--- config.mk ---
export PLATFORM = sky130hd
export DESIGN_NAME = chiplib_icg_ctrl
export DESIGN_NICKNAME = d
export VERILOG_FILES = /design/src/rtl/chiplib_pkg.sv /design/src/rtl/chiplib_sat_cnt.sv /design/src/rtl/chiplib_icg_ctrl.sv
export SDC_FILE = /design/constraint.sdc
export NUM_CORES = 1
export LEC_CHECK = 0
export CAP_MARGIN = 10
export CORE_MARGIN = 8
export CORE_UTILIZATION = 59
export CTS_BUF_LIST = sky130_fd_sc_hd__clkbuf_4 sky130_fd_sc_hd__clkbuf_8
export DETAILED_ROUTE_END_ITERATION = 8
export PLACE_DENSITY = 0.88
export SLEW_MARGIN = 25
export SYNTH_ARGS = -nofsm -noshare
export SYNTH_HDL_FRONTEND = slang
export SYNTH_SLANG_ARGS = --single-unit
--- constraint.sdc ---
create_clock -name clkin -period 7.4 [get_ports clkin]
set_input_delay 1.48 -clock clkin [delete_from_list [all_inputs] [get_ports clkin]]
set_output_delay 1.48 -clock clkin [all_outputs]
set_load 0.1 [all_outputs]
--- src/rtl/chiplib_pkg.sv ---
// Shared types and constants for the chiplib clock-gating controller.
package chiplib_pkg;

    typedef enum logic [1:0] {
        ST_RUN   = 2'd0,
        ST_COUNT = 2'd1,
        ST_GATED = 2'd2,
        ST_WAKE  = 2'd3
    } icg_state_e;

    localparam int WAKE_CYC_DEF = 2;
    localparam int GATE_CNT_W   = 16;
    // Holds wake_cnt for the full WAKE_CYC range 1..15.
    localparam int WAKE_CNT_W   = 4;

endpackage

--- src/rtl/chiplib_sat_cnt.sv ---
// Saturating up-counter: increments on inc_i and sticks at all-ones.
module chiplib_sat_cnt
    import chiplib_pkg::*;
#(
    parameter int W = GATE_CNT_W
) (
    input  logic         clk_i,
    input  logic         rst_i,
    input  logic         inc_i,
    output logic [W-1:0] cnt_o
);

    logic [W-1:0] cnt_q, cnt_d;

    always_comb begin
        cnt_d = cnt_q;
        if (inc_i && (cnt_q != {W{1'b1}})) cnt_d = cnt_q + W'(1);
    end

    always_ff @(posedge clk_i) begin
        if (rst_i) cnt_q <= '0;
        else       cnt_q <= cnt_d;
    end

    assign cnt_o = cnt_q;

endmodule

--- src/rtl/chiplib_icg_ctrl.sv ---
// Idle-driven clock-gate controller: counts idle cycles, drops clken, and
// re-enables with a fixed settle time before acknowledging the requester.
module chiplib_icg_ctrl
    import chiplib_pkg::*;
#(
    parameter int IDLE_W   = 8,
    parameter int WAKE_CYC = WAKE_CYC_DEF
) (
    input  logic                  clkin,
    input  logic                  rst,
    input  logic                  busy,
    input  logic                  req,
    input  logic                  force_on,
    input  logic                  test_mode,
    input  logic [IDLE_W-1:0]     idle_limit,
    output logic                  clken,
    output logic                  se_n,
    output logic                  ack,
    output logic                  gated,
    output logic [GATE_CNT_W-1:0] gate_cnt
);

    icg_state_e            state_q, state_d;
    logic [IDLE_W-1:0]     idle_cnt_q, idle_cnt_d;
    logic [WAKE_CNT_W-1:0] wake_cnt_q, wake_cnt_d;
    logic                  clken_q, ack_q, gated_q;
    logic                  wake, gate_evt;

    assign wake = busy | req | force_on | test_mode;

    always_comb begin
        state_d    = state_q;
        idle_cnt_d = idle_cnt_q;
        wake_cnt_d = wake_cnt_q;
        gate_evt   = 1'b0;
        case (state_q)
            ST_RUN: begin
                if (!wake && (idle_limit != '0)) begin
                    state_d    = ST_COUNT;
                    idle_cnt_d = '0;
                end
            end
            ST_COUNT: begin
                // Wake beats the gating condition when both land on one edge.
                if (wake || (idle_limit == '0)) begin
                    state_d    = ST_RUN;
                    idle_cnt_d = '0;
                end else if (idle_cnt_q >= (idle_limit - IDLE_W'(1))) begin
                    state_d    = ST_GATED;
                    idle_cnt_d = '0;
                    gate_evt   = 1'b1;
                end else begin
                    idle_cnt_d = idle_cnt_q + IDLE_W'(1);
                end
            end
            ST_GATED: begin
                if (wake) begin
                    state_d    = ST_WAKE;
                    wake_cnt_d = '0;
                end
            end
            ST_WAKE: begin
                if (wake_cnt_q == WAKE_CNT_W'(WAKE_CYC - 1)) begin
                    state_d    = ST_RUN;
                    wake_cnt_d = '0;
                end else begin
                    wake_cnt_d = wake_cnt_q + WAKE_CNT_W'(1);
                end
            end
            default: begin
                state_d    = ST_RUN;
                idle_cnt_d = '0;
                wake_cnt_d = '0;
            end
        endcase
    end

    // Outputs are decoded from the next state so they change on the same
    // edge as the state itself, with no input-to-clken combinational path.
    always_ff @(posedge clkin) begin
        if (rst) begin
            state_q    <= ST_RUN;
            idle_cnt_q <= '0;
            wake_cnt_q <= '0;
            clken_q    <= 1'b1;
            ack_q      <= 1'b1;
            gated_q    <= 1'b0;
        end else begin
            state_q    <= state_d;
            idle_cnt_q <= idle_cnt_d;
            wake_cnt_q <= wake_cnt_d;
            clken_q    <= (state_d != ST_GATED);
            ack_q      <= (state_d == ST_RUN) || (state_d == ST_COUNT);
            gated_q    <= (state_d == ST_GATED);
        end
    end

    chiplib_sat_cnt #(.W(GATE_CNT_W)) u_gate_cnt (
        .clk_i (clkin),
        .rst_i (rst),
        .inc_i (gate_evt),
        .cnt_o (gate_cnt)
    );

    assign clken = clken_q;
    assign ack   = ack_q;
    assign gated = gated_q;
    assign se_n  = ~test_mode;

endmodule

==> results.py <==
metrics = {
    "outcome": {
        "outcome": "finished clean",
    },
    "clocking": {
        "cts_inserted_buffers": 5,
        "holdBufCountCts": 0,
        "worstSkewPairLatency_ns": 0.34,
        "root_buffer": "clkbuf_4",
        "clock_sinks": 33,
        "clkSlewWorstSetupHoldPaths_ns": 0.10,
        "cts_max_level": 2,
        "cts_max_path_buffers": 2,
        "cts_resized": 0,
        "postCtsSetupBuffers": 0,
        "cts_tree": "yes",
    },
    "layout": {
        "post-route-util_pct": 72.12,
        "final_layout_size_suffix_gt1_share_pct": 7.463,
        "final_nets": 295,
        "diodes": 0,
        "area_delta_synth_final_pct": 21.00,
    },
    "route": {
        "wire_per_inst_um": 13.95,
        "via_count": 1846,
        "drt_iter0_markers": 120,
        "via_per_inst": 5.879,
        "routed_wl_um": 4381,
        "antenna_left": 0,
        "drc": 0,
        "dr.pass1.iters": 5,
    },
    "global_route": {
        "grt_max_degree": 33,
        "overflow": 0,
        "grt_pass1_wl_um": 7521,
        "grt_pass1_vias": 1775,
        "antenna_found_initial": 0,
        "grt_usage_pct": 17.26,
    },
    "critical_path": {
        "r2r_cells": 6,
        "critPathKind": "in -> out",
        "ff2ff_setup_slack_ns": 4.95,
        "worstPathArrival_ns": 3.08,
        "crit_fanout": 2,
        "worstSetupStartpointType": "input port",
        "cp.required_ns": 5.92,
        "cp-end-kind": "primary output",
    },
    "timing": {
        "finalSetupViolCount": 0,
        "tightestPinTransition_ns": 0.9732,
        "grt_setup_unrepaired": "no",
        "fin_crit_ns": 4.559,
        "fmax_ghz": 0.2194,
        "maxSlewViolCount": 0,
        "finalHoldViolations": 0,
        "finalCritPeriodShare_pct": 61.60,
        "tns_ns": 0,
        "skew_ns": 0.005766,
        "slew_headroom_pct": 34.91,
    },
    "job": {
        "drv_cap": 0,
    },
    "logic_synthesis": {
        "async_flop_share_pct": 0,
        "synth-edff-count": 0,
        "syn-instance-count": 236,
        "synthesis.nets": 264,
        "netlist_area_sq_mm": 0.001942,
        "netlist-cell-type-count": 42,
        "ys_ff_latch": 33,
        "seq_area_frac_synth_pct": 34.02,
        "syn-mean-instance-area_sq_um": 8.228,
        "synthFlopType": "dfxtp_1",
        "yosys_warnings": 0,
    },
    "pwr": {
        "p_seq_share_pct": 56.8,
        "pwr-share-clk_pct": 34.7,
        "power.leakage_uw": 0.0008042,
        "power.share.switching_pct": 23.97,
        "p_int_uw": 238.0,
        "combPwrFrac_pct": 8.5,
        "switchingPower_uw": 75.06,
        "peakVddDrop_mv": 0.1290,
        "power_density_mw_per_mm2": 133.2,
    },
    "worst_hold_path": {
        "hold_depth": 2,
        "holdCritPathClass": "reg -> reg",
    },
    "placement": {
        "place.gp.congestion": 0.8189,
        "port_buffers": 33,
        "hpwl_um": 3202,
    },
    "floorplanning": {
        "pin_count": 34,
        "die_x_um": 73.37,
        "die_area_sq_mm": 0.005383,
        "core_area_sq_mm": 0.003258,
        "std_cell_rows": 21,
        "die_h_um": 73.37,
        "initial_core_util_pct": 59.60,
    },
}
[Yosys cell counts (all sizes together) (3+ instances only)]
| cell | number | share of area, % |
|---|---|---|
| xor2 | 8 | 3.6 |
| or3b | 3 | 1.4 |
| nand2 | 12 | 2.3 |
| nand3 | 13 | 3.4 |
| or4 | 9 | 3.5 |
| o31ai | 8 | 3.1 |
| xnor2 | 3 | 1.4 |
| mux2 | 3 | 1.7 |
| nand2b | 3 | 0.97 |
| inv | 10 | 1.9 |
| or3 | 6 | 1.9 |
| clkbuf | 6 | 1.2 |
| nand4 | 6 | 1.9 |
| a21oi | 23 | 5.9 |
| nor2b | 5 | 1.6 |
| nor3 | 5 | 1.3 |
| buf | 4 | 1.4 |
| nor4 | 3 | 0.97 |
| dfxtp | 33 | 34 |
| nor2 | 23 | 4.4 |
| o21ai | 15 | 4.1 |
| ha | 14 | 9.0 |
[per-stage QoR]
| stage | cells | worst slack (ns) | instance area [sq um] | hold slack (ns) | power (uW) |
|---|---|---|---|---|---|
| CTS | 314 | 2.835 | 2355 | 0.4944 | 314.9 |
| global route | 314 | 2.594 | 2350 | 0.5234 | 325.6 |
| floorplan | 236 | 3.315 | 1942 | 0.4539 | 196.9 |
| finish | 314 | 2.841 | 2350 | 0.4889 | 313.1 |
| global placement | 306 | 2.670 | 2295 | 0.4657 | 208.1 |
| detailed placement | 306 | 2.530 | 2295 | 0.4808 | 208.6 |
[worst paths after layout]
| path | startpoint | endpoint |
|---|---|---|
| setup / recovery | test_mode | se_n |
| hold / removal | wake_cnt_q[3]$_SDFFE_PP0P_ | wake_cnt_q[3]$_SDFFE_PP0P_ |
| setup reg to reg | u_gate_cnt.cnt_o[0]$_SDFFE_PP0P_ | u_gate_cnt.cnt_o[10]$_SDFFE_PP0P_ |
| hold reg to reg | wake_cnt_q[3]$_SDFFE_PP0P_ | wake_cnt_q[3]$_SDFFE_PP0P_ |
[cells by family (layout without fill, tap and decap cells)]
family / after synthesis / count (layout) / share of synthesized area, %
adders and majority gates: 14 / 14 / 9.021
muxes: 3 / 3 / 1.740
buffers and inverters: 20 / 52 / 4.446
and+or+nand+nor: 94 / 94 / 25.84
AOI/OAI and AO/OA: 61 / 61 / 19.98
xor gates and xnor gates: 11 / 11 / 4.962
DFF: 33 / 33 / 34.02
[state kept, by name, summed over array words and instances (netlist names)]
register,count
ack,1
clken,1
gated,1
idle_cnt_q,8
state_q,2
u_gate_cnt.cnt_o,16
wake_cnt_q,4
[worst max-delay path, stage by stage]
cell	delay, ns
clkdlybuf4s50_1	0.41
inv_1	0.06
clkdlybuf4s50_1	1.12
[layer usage]
| metal | global-route usage (%) | routed length [um] |
|---|---|---|
| met1 | 18.52 | 1938 |
| met2 | 31.38 | 2226 |
| met5 | 0 | 0 |
| met4 | 7.095 | 53 |
| met3 | 4.093 | 163 |
[power by group through the flow]
stage	Combinational [uW]	Clock [uW]	Sequential, uW
6_report	26.5	109	178
5_1_grt	29.3	118	178
4_1_cts	26.9	110	178
3_5_place_dp	26.7	0	182
3_3_place_gp	26.1	0	182
2_1_floorplan	15.1	0	182
[layout by cell type (no fill, tap or decap), types with 8 or more instances in the layout]
cell	instances
dfxtp_1	33
nand2_1	12
o31ai_1	8
clkdlybuf4s50_1	32
ha_1	14
o21ai_0	14
nor2_1	23
a21oi_1	23
nand3_1	13
or4_1	9
xor2_1	8
inv_1	10
clkbuf_4	8
[layout make-up]
class	count	area (sq um)
timing repair buffer	34	332.8
fill	282	908.4
tap	46	57.56
multi-input combinational	183	1201
sequential	33	660.6
inverter	10	37.54
clock buffer	8	60.06
Power figures use the tool's default switching activity.
